[src/rtl/mouse_pkg.sv]
// mouse_pkg: shared receiver states, byte-0 field positions, screen bounds and clamp helper.
package mouse_pkg;
  typedef enum logic [1:0] {IDLE, DATA, PARITY, STOP} rx_state_e;
  localparam int B0_L = 0;
  localparam int B0_R = 1;
  localparam int B0_M = 2;
  localparam int B0_SYNC = 3;
  localparam int B0_XS = 4;
  localparam int B0_YS = 5;
  localparam int B0_XO = 6;
  localparam int B0_YO = 7;
  localparam int X_MAX_DEF = 639;
  localparam int Y_MAX_DEF = 479;
  function automatic logic [10:0] clamp(input logic [12:0] v, input logic [10:0] mx);
    return v[12] ? 11'd0 : (v > {2'b00, mx}) ? mx : v[10:0];
  endfunction
endpackage

[src/rtl/ps2_rx_byte.sv]
// ps2_rx_byte: synchronizes the PS/2 line and deframes odd-parity bytes with an idle timeout.
module ps2_rx_byte
  import mouse_pkg::*;
#(
  parameter int TIMEOUT_CYCLES = 50000
) (
  input  logic       clk,
  input  logic       reset,
  input  logic       ps2Clk,
  input  logic       ps2Data,
  input  logic       pktBusy,
  output logic       byteValid,
  output logic [7:0] byteData,
  output logic       byteErr,
  output logic       timeoutHit
);
  localparam int TW = $clog2(TIMEOUT_CYCLES + 1);
  logic [1:0] c_q, d_q;
  logic cp_q, par_q;
  rx_state_e st_q;
  logic [2:0] n_q;
  logic [7:0] sh_q;
  logic [TW-1:0] to_q;
  logic fall, b;
  assign fall = cp_q & ~c_q[1];
  assign b = d_q[1];
  assign byteData = sh_q;
  always_ff @(posedge clk or posedge reset) begin
    if (reset) begin
      c_q <= '0;
      d_q <= '0;
      cp_q <= 1'b0;
      par_q <= 1'b0;
      st_q <= IDLE;
      n_q <= '0;
      sh_q <= '0;
      to_q <= '0;
      byteValid <= 1'b0;
      byteErr <= 1'b0;
      timeoutHit <= 1'b0;
    end else begin
      c_q <= {c_q[0], ps2Clk};
      d_q <= {d_q[0], ps2Data};
      cp_q <= c_q[1];
      byteValid <= 1'b0;
      byteErr <= 1'b0;
      timeoutHit <= 1'b0;
      if (fall) begin
        to_q <= '0;
        case (st_q)
          IDLE: if (!b) begin
            st_q <= DATA;
            n_q <= '0;
          end
          DATA: begin
            sh_q <= {b, sh_q[7:1]};
            n_q <= n_q + 3'd1;
            if (n_q == 3'd7) st_q <= PARITY;
          end
          PARITY: begin
            par_q <= b;
            st_q <= STOP;
          end
          STOP: begin
            st_q <= IDLE;
            byteValid <= b & (^{sh_q, par_q});
            byteErr <= ~(b & (^{sh_q, par_q}));
          end
        endcase
      end else if (st_q != IDLE || pktBusy) begin
        // A falling edge in the expiry cycle takes the branch above, so the edge wins.
        if (to_q == TW'(TIMEOUT_CYCLES - 1)) begin
          to_q <= '0;
          st_q <= IDLE;
          timeoutHit <= 1'b1;
        end else to_q <= to_q + 1'b1;
      end else to_q <= '0;
    end
  end
endmodule

[src/rtl/ps2_mouse_tracker.sv]
// ps2_mouse_tracker: assembles 3-byte PS/2 mouse packets into a clamped cursor position and buttons.
module ps2_mouse_tracker
  import mouse_pkg::*;
#(
  parameter int X_MAX = X_MAX_DEF,
  parameter int Y_MAX = Y_MAX_DEF,
  parameter int X_INIT = 320,
  parameter int Y_INIT = 240,
  parameter int TIMEOUT_CYCLES = 50000
) (
  input  logic        clk,
  input  logic        reset,
  input  logic        ps2Clk,
  input  logic        ps2Data,
  output logic [10:0] mouseX,
  output logic [10:0] mouseY,
  output logic [2:0]  buttons,
  output logic        packetValid,
  output logic        frameError
);
  logic byteValid, byteErr, timeoutHit;
  logic [7:0] byteData;
  logic [1:0] idx_q;
  logic [2:0] btn_q, bp_q;
  logic xs_q, ys_q, xo_q, yo_q;
  logic [7:0] b1_q;
  logic [10:0] x_q, y_q, x_d, y_d;
  logic [12:0] dx, dy;
  logic pv_q, fe_q;
  ps2_rx_byte #(.TIMEOUT_CYCLES(TIMEOUT_CYCLES)) u_rx (
    .clk(clk),
    .reset(reset),
    .ps2Clk(ps2Clk),
    .ps2Data(ps2Data),
    .pktBusy(idx_q != 2'd0),
    .byteValid(byteValid),
    .byteData(byteData),
    .byteErr(byteErr),
    .timeoutHit(timeoutHit)
  );
  always_comb begin
    dx = xo_q ? 13'd0 : {{5{xs_q}}, b1_q};
    dy = yo_q ? 13'd0 : {{5{ys_q}}, byteData};
    x_d = clamp({2'b00, x_q} + dx, 11'(X_MAX));
    y_d = clamp({2'b00, y_q} - dy, 11'(Y_MAX));
  end
  always_ff @(posedge clk or posedge reset) begin
    if (reset) begin
      idx_q <= '0;
      bp_q <= '0;
      {xs_q, ys_q, xo_q, yo_q} <= '0;
      b1_q <= '0;
      x_q <= 11'(X_INIT);
      y_q <= 11'(Y_INIT);
      btn_q <= '0;
      pv_q <= 1'b0;
      fe_q <= 1'b0;
    end else begin
      pv_q <= 1'b0;
      fe_q <= byteErr;
      if (byteErr || timeoutHit) idx_q <= '0;
      else if (byteValid) begin
        case (idx_q)
          2'd0: if (byteData[B0_SYNC]) begin
            bp_q <= {byteData[B0_M], byteData[B0_R], byteData[B0_L]};
            {xs_q, ys_q, xo_q, yo_q} <= {byteData[B0_XS], byteData[B0_YS], byteData[B0_XO], byteData[B0_YO]};
            idx_q <= 2'd1;
          end
          2'd1: begin
            b1_q <= byteData;
            idx_q <= 2'd2;
          end
          default: begin
            x_q <= x_d;
            y_q <= y_d;
            btn_q <= bp_q;
            pv_q <= 1'b1;
            idx_q <= 2'd0;
          end
        endcase
      end
    end
  end
  assign mouseX = x_q;
  assign mouseY = y_q;
  assign buttons = btn_q;
  assign packetValid = pv_q;
  assign frameError = fe_q;
endmodule

[config.mk]
export PLATFORM = sky130hd
export DESIGN_NAME = ps2_mouse_tracker
export DESIGN_NICKNAME = d
export VERILOG_FILES = /design/src/rtl/mouse_pkg.sv /design/src/rtl/ps2_rx_byte.sv /design/src/rtl/ps2_mouse_tracker.sv
export SDC_FILE = /design/constraint.sdc
export NUM_CORES = 1
export LEC_CHECK = 0
export BUFFER_PORTS_ARGS = -buffer_cell sky130_fd_sc_hd__buf_2
export CAP_MARGIN = 15
export CORE_UTILIZATION = 23
export CTS_CLUSTER_DIAMETER = 40
export DETAILED_ROUTE_END_ITERATION = 8
export RECOVER_POWER = 100
export SETUP_SLACK_MARGIN = 0.3
export SLEW_MARGIN = 20
export SYNTH_ARGS = -nofsm -noshare
export SYNTH_HDL_FRONTEND = slang
export SYNTH_SLANG_ARGS = --single-unit
[constraint.sdc]
create_clock -name clk -period 3.6 [get_ports clk]
set_clock_uncertainty 0.1 [all_clocks]
set_input_delay 0.72 -clock clk [delete_from_list [all_inputs] [get_ports clk]]
set_output_delay 0.72 -clock clk [all_outputs]
set_load 0.01 [all_outputs]
Yosys cells after proc, flatten, opt, wreduce, memory -nomap -nowiden
Index checks and enable logic that the tools add are counted.
{"block": "word_totals", "regBits": 82, "word_cells": 96}
{"block": "op_classes", "addsub": 4, "n_lt_le_gt_ge": 2, "n_eq_ne": 10, "muxes": 31, "bitwise_logic": 6, "reduce_logical": 20}
{"op": "two-way mux 16 bit", "n": 3}
{"op": "two-way mux 11 bit", "n": 4}
{"op": "two-way mux 13 bit", "n": 2}
{"op": "adder 16 x 1 -> 16 bit, second input constant", "n": 1}
{"op": "equality test 16 bit, second input constant", "n": 1}
{"op": "two-way mux 2 bit", "n": 8}
{"op": "adder 11 x 13 -> 13 bit", "n": 1}
{"op": "> comparator 13 x 10 -> 1 bit, second input constant", "n": 1}
{"op": "> comparator 13 x 9 -> 1 bit, second input constant", "n": 1}
{"op": "subtractor 11 x 13 -> 13 bit", "n": 1}
{"op": "nonzero test 2 bit", "n": 6}
{"op": "two-way mux 1 bit", "n": 10}
{"op": "AND reduction 3 bit", "n": 3}
{"op": "XOR reduction 9 bit", "n": 1}
{"op": "one-hot mux 2 bit (4 select lines)", "n": 1}
{"op": "AND reduction 4 bit", "n": 2}
{"op": "!= test 3 bit, second input constant", "n": 2}
{"op": "one-hot mux 3 bit (2 select lines)", "n": 1}
{"op": "AND reduction 2 bit", "n": 3}
{"op": "equality test 2 x 1 -> 1 bit, second input constant", "n": 2}
{"op": "equality test 2 bit, second input constant", "n": 2}
{"op": "zero test 2 bit", "n": 2}
{"op": "inverter 1 bit", "n": 4}
{"op": "one-hot mux 2 bit (2 select lines)", "n": 1}
{"op": "8 further kinds", "n": 10}

Depth between registers and ports, before layout
Gate-level depths: netlist of the first run.
{"block": "depth", "depth_word": 5, "depth_mapped": 12, "ltp_nobuf": 12}

By module
From an unflattened synthesis of the first run, not the netlist that was laid out.
{"block": "hier_totals", "hier_cells": 449, "hier_area_um2": 4659.5}
{"module": "ps2_mouse_tracker", "instances": 1, "cells_per_inst": 292, "area_each_um2": 2889.0}
{"module": "ps2_rx_byte", "instances": 1, "cells_per_inst": 157, "area_each_um2": 1770.4}

Worst setup path after synthesis of the first run
No wires, ideal clock.
{"block": "synth_timing", "kind": "register to register", "from": "reg xo_q", "to": "reg x_q[7] (netlist: mouseX[7])", "setup_ns": 0.121, "arrival_ns": 2.762, "setup_slack_ns": 0.617, "path_stages_with_launch": 10, "synth_period_minus_slack_ns": 2.983, "cell_sequence": "dfrtp_1 > and2b_1 > ha_1 > a21o_1 > o311a_1 > or4_4 > and3_4 > o32ai_4 > nor2_2 > a22o_1"}
{"block": "synth_via", "elab_chain_cells": 5}
{"element": "start: declaration", "line": "ps2_mouse_tracker.sv:25", "source": "logic xs_q, ys_q, xo_q, yo_q;"}
{"element": "start signal: assignment", "line": "ps2_mouse_tracker.sv:66", "source": "{xs_q, ys_q, xo_q, yo_q} <= {byteData[B0_XS], byteData[B0_YS], byteData[B0_XO], byteData[B0_YO]};"}
{"element": "two-way mux 13 bit (*)", "line": "ps2_mouse_tracker.sv:42", "source": "dx = xo_q ? 13'd0 : {{5{xs_q}}, b1_q};"}
{"element": "adder 11 x 13 -> 13 bit (*)", "line": "ps2_mouse_tracker.sv:44", "source": "x_d = clamp({2'b00, x_q} + dx, 11'(X_MAX));"}
{"element": "> comparator 13 x 10 -> 1 bit", "line": "mouse_pkg.sv:15", "source": "return v[12] ? 11'd0 : (v > {2'b00, mx}) ? mx : v[10:0];"}
{"element": "two-way mux 11 bit", "line": "mouse_pkg.sv:15"}
{"element": "two-way mux 11 bit (*)", "line": "mouse_pkg.sv:15"}
{"element": "end signal: assignment", "line": "ps2_mouse_tracker.sv:53", "source": "x_q <= 11'(X_INIT);"}
{"element": "end: declaration", "line": "ps2_mouse_tracker.sv:27", "source": "logic [10:0] x_q, y_q, x_d, y_d;"}
Mark *: on every way between the ends. The rest lies on a longest branch, timed or not.
A chain may end at the register's enable or synchronous reset.

Worst setup path after layout of the first run
{"block": "layout_timing", "from": "reg xo_q", "to": "reg x_q[8] (netlist: mouseX[8])"}
The elaborated chain is that of the path after synthesis.

==> results.yml, run 1 <==
status:
  status: "complete, but fails checks"
  failed_checks: "max-capacitance violations, max-slew violations"
timing:
  hold_ws_ns: 0.253
  timing.final.crit_period_ns: 3.25
  rsz0062_at_grt: "false"
  fin_setup_tns_ns: 0
  max_slew.worst_pin.slew_ns: 1.89
  fin_ws_ns: 0.354
  finalHoldViolCount: 0
  slew_headroom_pct: -26.9
  period_share_pct: 90.2
  fmax_mhz: 308
  setup_viol: 0
  final_max_slew_viol_count: 44
die:
  die_y_um: 145
  die_x_um: 145
  design.core.area_mm2: 0.0202
  rows: 52
  die_area_mm2: 0.0211
  io_pins: 31
  start_util_pct: 23.4
final_layout:
  final_cell_mix: "dfrtp_1, nand2_1, nor2_1, ha_1, clkbuf_1"
  drive_gt1_share_pct: 13.9
  fin_util_pct: 27.6
  design_area_mm2: 0.00556
  layout_commonest_cell: "dfrtp_1"
  insertedDiodeCount: 0
  fin_nets: 538
  syn2layout_area_growth_pct: 17.9
  num-fill-cells: 2190
synth:
  syn_nets: 501
  ys_top_cells_by_area: "dfrtp_1, ha_1, mux2_2, xnor2_1, nand2_1"
  synth_top_area_cell: "dfrtp_1"
  yosysTopAreaCellShare_pct: 40.3
  synth-edff-count: 0
  syn_inst: 467
  synth_seq_area_share_pct: 43.6
  synth_area_mm2: 0.00472
  yosys_warnings: 0
  ys_ff_latch: 82
  avgSynthCellArea_um2: 10.1
  synth_cell_type_count: 68
  async_reset_ff_share_pct: 100
  yosys_most_used_dff: "dfrtp_1"
critical_path:
  reg2regPathDepth: 13
  crit_path_max_fanout: 10
  criticalPathCategory: "reg2reg"
  crit_slowest_cell: "a211oi_1"
  start_kind: "flop"
  max_stage_delay_ns: 0.49
  timing.rr.start: "xo_q"
  path_cells: "nor2b_1 > ha_1 > inv_1 > fa_1 > nand2b_1 > nand2_1 > a221o_1 > a2111oi_0 > a211oi_1 > o32ai_4 > buf_4 > or2_1 > o211ai_1"
  cp_data_required_time_ns: 3.76
  endpoint_kind: "flop"
  worstPathArrival_ns: 3.41
  r2r_end: "mouseX[8]"
  rrSetupSlack_ns: 0.35
clock_tree:
  cts-root-buf: "clkbuf_16"
  clockBufferDepth: 2
  clk-insertion-delay-late_ns: 0.34
  cts_buffers: 9
  clock-sinks: 82
  cts_tree: "built"
  htree_levels: 3
  clk_pin_slew_ns: 0.06
  cts_hold_buf: 0
placement:
  hpwlAfterDp_um: 7260
  dp_slack_ns: 0.156
  port-buffer-count: 30
  dpl_cell_area_mm2: 0.00520
  place.gp.congestion: 0.822
drt:
  drc: 0
  final_antenna_net_count: 0
  drt_pass1_iterations: 4
  avgRoutedWirePerCell_um: 13.0
  num_vias: 3479
  drt_iter0_markers: 118
  viasPerCell: 4.47
  wirelength_um: 10200
global_routing:
  grt_max_degree: 44
  grt_pass1_wl_um: 16900
  grt_use_total_pct: 9.87
  grt_pass1_vias: 3366
  grt-ovfl-total: 0
  antenna_found_initial: 0
hold_path:
  hp-start: "u_rx.c_q[0]"
  min_path_type: "reg2reg"
  worstHoldPathCells: 0
  whs_endpoint: "u_rx.c_q[1]"
pwr:
  leakage_uw: 0.00250
  powerDensity_mw_per_mm2: 545
  peakVddDrop_mv: 0.224
run:
  drv_cap: 1
sequential cells by signal, summed over array words and instances (netlist names), 3 cells and up:
name,cells
buttons,3
mouseX,11
u_rx.n_q,3
bp_q,3
u_rx.byteData,8
mouseY,11
b1_q,8
u_rx.to_q,16
timing repair:
item | in CTS | in global routing
pin swaps | 0 | 1
gates resized for setup | 2 | 10
endpoints found under the setup margin | 6 | 15
setup buffers | 0 | 2
worst max-delay path, delay by kind of cell (launching register included):
| family | cells | cell delay, ns |
|---|---|---|
| compound gates | 5 | 1.10 |
| simple gates | 4 | 0.67 |
| flops | 1 | 0.45 |
| buf+inv | 2 | 0.25 |
| fa+ha+maj | 2 | 0.60 |
layer usage:
metal | part of all wire [%] | up-vias | global-route usage, %
met3 | 3.8 | 13 | 2.42
li1 | - | 1724 | -
met2 | 46 | 47 | 15.4
met4 | 1.4 | 0 | 3.47
met5 | 0 | - | 0
met1 | 49 | 1695 | 13.2
worst max-delay path by stage:
stage / cells past startpoint / startpoint / slack (ns) / end
6_report: 13 / xo_q / 0.35 / mouseX[8]
5_1_grt: 13 / xo_q / 0.16 / mouseX[8]
4_1_cts: 11 / yo_q / 0.33 / mouseY[5]
3_5_place_dp: 11 / yo_q / 0.16 / mouseY[5]
3_3_place_gp: 11 / yo_q / 0.13 / mouseY[1]
2_1_floorplan: 9 / xo_q / 0.62 / mouseX[7]
kinds of logic after synthesis:
logic type / Yosys count / synth area share, %
simple gates: 176 / 19.3
compound gates: 86 / 13.3
flops: 82 / 43.6
xor+xnor: 35 / 6.50
buf+inv: 31 / 2.57
fa+ha+maj: 30 / 8.27
mux: 27 / 6.39
layout make-up:
| type | instances | area (um^2) | area share [%] |
|---|---|---|---|
| multi-input combinational | 354 | 2570 | 46.3 |
| sequential | 82 | 2060 | 37.0 |
| tap | 270 | 338 | 6.07 |
| clock buffer | 12 | 256 | 4.61 |
| timing repair buffer | 37 | 160 | 2.88 |
| clock inverter | 4 | 97.6 | 1.75 |
| inverter | 20 | 76.3 | 1.37 |
through the flow:
step                      instances  total power, uW
after detailed placement        761             1930
final                           779             3030
after CTS                       777             3040
after global routing            779             3210
after global placement          761             1930
after floorplan                 467             1760
synthesized netlist by cell type, drive strengths merged (4+ instances only):
| master | instances |
|---|---|
| a22oi | 8 |
| nand3 | 13 |
| mux2 | 25 |
| nor3 | 7 |
| a21oi | 17 |
| clkbuf | 9 |
| and2 | 4 |
| xor2 | 12 |
| inv | 19 |
| nor2b | 13 |
| and3 | 9 |
| dfrtp | 76 |
| dfstp | 6 |
| a31oi | 4 |
| a22o | 5 |
| nor2 | 39 |
| nand4 | 5 |
| a21o | 5 |
| ha | 28 |
| nand2b | 18 |
| or3 | 4 |
| nand2 | 47 |
| xnor2 | 23 |
| a211oi | 4 |
| o21ai | 17 |
| and2b | 4 |
report_power, final:
| group | internal [uW] | switching [uW] |
|---|---|---|
| Clock | 716 | 366 |
| Combinational | 386 | 446 |
| Sequential | 1010 | 113 |
(Power assumes the default switching activity.)
==> run 2: changes to the inputs <==
==> constraint.sdc (replaced) <==
create_clock -name clk -period 3.2 [get_ports clk]
set_clock_uncertainty 0.1 [all_clocks]
set_input_delay 0.64 -clock clk [delete_from_list [all_inputs] [get_ports clk]]
set_output_delay 0.64 -clock clk [all_outputs]
set_load 0.01 [all_outputs]
==> run 2 against run 1 <==
  * Critical path type unchanged
  * Non-clock buffer count grew 20
  * Count of clock-buffer cells in the layout stayed put
  * Combinational power rose by 25%
  * Critical path depth unchanged
  * The flow still finishes with violations (max-capacitance violations, max-slew violations)
  * First-iteration DRC count increased by 25%
  * Via count up 2.1%
  * Worst hold slack improved by 0.00079 ns
  * Utilization grew 1.7 points
  * Worst setup slack got worse by 0.14 ns
  * Clock power is 4% higher
==> results.yml, run 2 (synthesis gave the netlist of run 1 again) <==
status:
  status: "complete, but fails checks"
  failed_checks: "max-capacitance violations, max-slew violations"
final_layout:
  largest_reg_flops: 16
  num-fill-cells: 2136
  largest-register: "u_rx.to_q"
  final_cell_mix: "dfrtp_1, nand2_1, nor2_1, clkbuf_1, mux2_2"
  syn2layout_area_growth_pct: 25.3
  drive_gt1_share_pct: 22.7
  layout_commonest_cell: "dfrtp_1"
  insertedDiodeCount: 0
  fin_nets: 558
die:
  start_util_pct: 23.4
  die_y_um: 145
  io_pins: 31
  rows: 52
  die_x_um: 145
  design.core.area_mm2: 0.0202
  die_area_mm2: 0.0211
critical_path:
  cp_data_required_time_ns: 3.33
  cp_num_buf_inv: 2
  worstPathArrival_ns: 3.12
  path_cells: "nor2b_2 > ha_2 > inv_2 > fa_2 > nand2b_4 > nand2_2 > a221o_1 > a21oi_2 > a311o_1 > o32ai_4 > buf_6 > nor2_2 > a22o_1"
  start_kind: "flop"
  crit_path_max_fanout: 6
  criticalPathCategory: "reg2reg"
  max_stage_delay_ns: 0.44
  crit_slowest_cell: "dfrtp_1"
  cpLargestDelayFamily: "compound AO/OA/AOI/OAI gates"
  endpoint_kind: "flop"
global_routing:
  antenna_found_initial: 0
  grt_pass1_vias: 3533
  grt_pass1_wl_um: 17700
  grt-ovfl-total: 0
  grt_use_total_pct: 10.4
  grt_max_degree: 43
pwr:
  power_frac_comb_pct: 30.7
  leakage_uw: 0.00261
  p_int_uw: 2320
  power_frac_seq_pct: 36.3
  powerDensity_mw_per_mm2: 572
  p_sw_share_pct: 31.3
  peakVddDrop_mv: 0.311
  switching_power_uw: 1060
  p_clk_share_pct: 33.0
timing:
  final_max_slew_viol_count: 41
  fmax_mhz: 335
  timing.final.crit_period_ns: 2.99
  rsz0062_at_grt: "true"
  fin_setup_tns_ns: 0
  slew_headroom_pct: -27.3
  finalHoldViolCount: 0
  period_share_pct: 93.4
  max_slew.worst_pin.slew_ns: 1.90
  setup_viol: 0
  fin_ws_ns: 0.211
drt:
  avgRoutedWirePerCell_um: 13.4
  drt_pass1_iterations: 4
  final_antenna_net_count: 0
  drt_iter0_markers: 147
  wirelength_um: 10700
  num_vias: 3551
  viasPerCell: 4.44
  drc: 0
clock_tree:
  htree_levels: 3
  cts_hold_buf: 0
  clk-insertion-delay-late_ns: 0.34
  cts-root-buf: "clkbuf_16"
  cts_tree: "built"
  clock-sinks: 82
  cts_buffers: 9
  clk_pin_slew_ns: 0.07
  clockBufferDepth: 2
placement:
  hpwlAfterDp_um: 7210
  port-buffer-count: 30
  dp_slack_ns: 0.0434
  place.gp.congestion: 0.849
hold_path:
  min_path_type: "reg2reg"
run:
  drv_cap: 1
## run 2: cell count changes in the layout (fill, tap and decap cells not counted), moves of 4 or more
cell and change:
a21oi_1 -4, o21ai_0 -4, buf_4 +18, ha_1 -8, ha_4 +6
## run 2: cell type report
type	count	area, um^2	share of cell area [%]
multi-input cells	354	2780	47.0
flip-flops and latches	82	2060	34.9
well taps	270	338	5.71
repair buffers	57	335	5.67
clock buffers	12	246	4.17
inverters	20	76.3	1.29
clock inverters	4	75.1	1.27
## run 2: power groups by stage
| stage | clock network [uW] | logic (uW) | registers, uW |
|---|---|---|---|
| after detailed placement | 0 | 968 | 1250 |
| final | 1120 | 1040 | 1230 |
| after CTS | 1160 | 1000 | 1230 |
| after floorplan | 0 | 757 | 1230 |
| after global placement | 0 | 961 | 1240 |
| after global routing | 1190 | 1160 | 1250 |
## run 2: path summary, 6_finish.rpt
check                      depth (start not counted)   startpoint  slack [ns]           end
max                                               13         xo_q        0.21     mouseX[7]
min                                                0  u_rx.c_q[0]        0.25   u_rx.c_q[1]
max reg2reg                                       13         xo_q        0.21     mouseX[7]
min reg2reg                                        0  u_rx.c_q[0]        0.25   u_rx.c_q[1]
max in group asynchronous                          3        reset        1.36     mouseY[6]
min in group asynchronous                          2        reset        0.68  u_rx.to_q[9]
## run 2: timing repair
| action | CTS | global route |
|---|---|---|
| setup endpoints to repair | 16 | 19 |
| pin swaps | 8 | 14 |
| resized for setup | 12 | 43 |
| setup buffers | 9 | 4 |
## run 2: stage by stage
stage,power [uW],hold WS [ns],util (%),instance area (um^2),std cells
floorplan,1980,0.231,-,4730,467
global placement,2200,0.233,26.2,5290,770
detailed placement,2220,0.241,26.2,5290,770
CTS,3390,0.255,28.4,5730,795
global route,3600,0.267,29.3,5910,799
finish,3380,0.254,29.3,5910,799
## run 2: layer usage
metal / up-vias / GRT usage [%] / routed length, um
met5: - / 0 / 0
met4: 0 / 3.16 / 123
met3: 12 / 2.55 / 382
met2: 58 / 17.1 / 5150
met1: 1715 / 13.3 / 5050
li1: 1766 / - / -
==> run 3: changes to the inputs <==
--- a/config.mk
+++ b/config.mk
@@ -5,7 +5,7 @@
 export SDC_FILE = /design/constraint.sdc
 export NUM_CORES = 1
 export LEC_CHECK = 0
-export BUFFER_PORTS_ARGS = -buffer_cell sky130_fd_sc_hd__buf_2
+export BUFFER_PORTS_ARGS = -buffer_cell sky130_fd_sc_hd__buf_4
 export CAP_MARGIN = 15
 export CORE_UTILIZATION = 23
 export CTS_CLUSTER_DIAMETER = 40
==> run 3 against run 2 <==
  * The flow still finishes with violations (max-capacitance violations, max-slew violations)
  * Via count grew 0.31%
  * Global-route usage increased by 0.19 points
  * Register-to-register slack got worse by 0.06 ns
  * Cell count up 0.50%
  * Combinational power is 6% higher
  * Clock power increased by 4%
  * Wire length fell by 0.79%
  * Count of clock-buffer cells in the layout did not move
  * Largest power group unchanged
==> results.yml, run 3 (synthesis gave the netlist of run 1 again) <==
status:
  status: "complete, but fails checks"
  failed_checks: "max-capacitance violations, max-slew violations"
pwr:
  switching_power_uw: 1090
  peakVddDrop_mv: 0.318
  p_sw_share_pct: 31.1
  p_int_uw: 2410
  power_frac_comb_pct: 31.4
  powerDensity_mw_per_mm2: 575
  p_clk_share_pct: 33.4
  leakage_uw: 0.00263
  power_frac_seq_pct: 35.3
final_layout:
  largest-register: "u_rx.to_q"
  largest_reg_flops: 16
  drive_gt1_share_pct: 25.0
  layout_commonest_cell: "dfrtp_1"
  insertedDiodeCount: 0
  final_cell_mix: "dfrtp_1, nand2_1, nor2_1, buf_4, mux2_2"
  syn2layout_area_growth_pct: 28.7
  fin_nets: 562
  finalNonFillerCells: 803
critical_path:
  rrSetupSlack_ns: 0.16
  endpoint_kind: "flop"
  r2r_end: "mouseX[7]"
  reg2regPathDepth: 10
  cp_data_required_time_ns: 3.33
  criticalPathCategory: "reg2reg"
  crit_path_max_fanout: 6
  start_kind: "flop"
  worstPathArrival_ns: 3.18
  timing.rr.start: "xo_q"
placement:
  port-buffer-count: 30
  place.gp.congestion: 0.827
  dp_slack_ns: 0.00494
  dp_cells: 771
  hpwlAfterDp_um: 7220
timing:
  setup_viol: 0
  fmax_mhz: 328
  fin_ws_ns: 0.156
  fin_setup_tns_ns: 0
  slew_headroom_pct: -22.5
  final_max_slew_viol_count: 43
  hold_ws_ns: 0.248
  rsz0062_at_grt: "true"
  max_slew.worst_pin.slew_ns: 1.83
  finalHoldViolCount: 0
  timing.final.crit_period_ns: 3.04
  period_share_pct: 95.1
clock_tree:
  clockBufferDepth: 2
  clk_pin_slew_ns: 0.06
  cts_tree: "built"
  clock-sinks: 82
  cts_buffers: 9
  cts_hold_buf: 0
  clk-insertion-delay-late_ns: 0.34
  htree_levels: 3
  cts-root-buf: "clkbuf_16"
run:
  drv_cap: 1
die:
  die_area_mm2: 0.0211
  rows: 52
  io_pins: 31
  design.core.area_mm2: 0.0202
  die_y_um: 145
  die_x_um: 145
  start_util_pct: 23.4
drt:
  final_antenna_net_count: 0
  drt_pass1_iterations: 4
  wirelength_um: 10600
  drt_iter0_markers: 144
  drc: 0
  avgRoutedWirePerCell_um: 13.2
  viasPerCell: 4.44
  num_vias: 3562
global_routing:
  grt_pass1_wl_um: 18000
  grt_pass1_vias: 3587
  antenna_found_initial: 0
  grt_use_total_pct: 10.6
  grt-ovfl-total: 0
  grt_max_degree: 43
hold_path:
  hp-start: "u_rx.c_q[0]"
  whs_endpoint: "u_rx.c_q[1]"
  worstHoldPathCells: 0
  min_path_type: "reg2reg"
==> run 3: power groups by stage <==
stage | logic, uW | clock network, uW | registers [uW]
final | 1100 | 1170 | 1230
after global routing | 1210 | 1240 | 1250
after CTS | 1020 | 1200 | 1230
after detailed placement | 976 | 0 | 1250
after global placement | 973 | 0 | 1250
after floorplan | 757 | 0 | 1230
==> run 3: repair_timing <==
item,4_1_cts,5_1_grt
setup buffers,11,4
setup endpoints to repair,15,19
gates resized for setup,34,32
hold endpoints to repair,0,0
gates cloned,1,0
pin swaps,15,7
==> run 3: stage by stage <==
stage | instance area (um^2) | total power (uW) | utilization, %
2_1_floorplan | 4730 | 1980 | -
3_3_place_gp | 5380 | 2220 | 26.7
3_5_place_dp | 5380 | 2220 | 26.7
4_1_cts | 6000 | 3450 | 29.7
5_1_grt | 6070 | 3700 | 30.1
6_report | 6070 | 3490 | 30.1
==> run 3: layer usage <==
metal  GRT usage, %  routed length, um
met1           13.9               5060
met2           16.5               5000
met3           2.96                393
met4           3.89                176
met5              0                  0
==> run 3: worst max path at each step <==
stage          start         to  slack, ns
4_1_cts         xo_q  mouseX[4]       0.19
6_report        xo_q  mouseX[7]       0.16
3_5_place_dp    xo_q  mouseX[7]      0.005
3_3_place_gp    xo_q  mouseX[7]       0.07
2_1_floorplan   xo_q  mouseX[7]       0.31
5_1_grt         xo_q  mouseX[4]      0.007
==> run 3: cell type report <==
| type | instances | area [um^2] |
|---|---|---|
| inverter | 20 | 76.3 |
| sequential | 82 | 2060 |
| clock inverter | 4 | 72.6 |
| fill | 2094 | 14100 |
| timing repair buffer | 61 | 413 |
| multi-input combinational | 354 | 2840 |
| tap | 270 | 338 |
| clock buffer | 12 | 267 |
==> run 3: worst max-delay path, stage by stage (launching register included) <==
cell	delay (ns)
dfrtp_2	0.43
and2b_2	0.25
ha_4	0.22
a21o_1	0.20
o311a_4	0.37
or4_4	0.44
and3_4	0.21
o32ai_4	0.33
buf_12	0.17
nor2_2	0.03
a22o_1	0.19
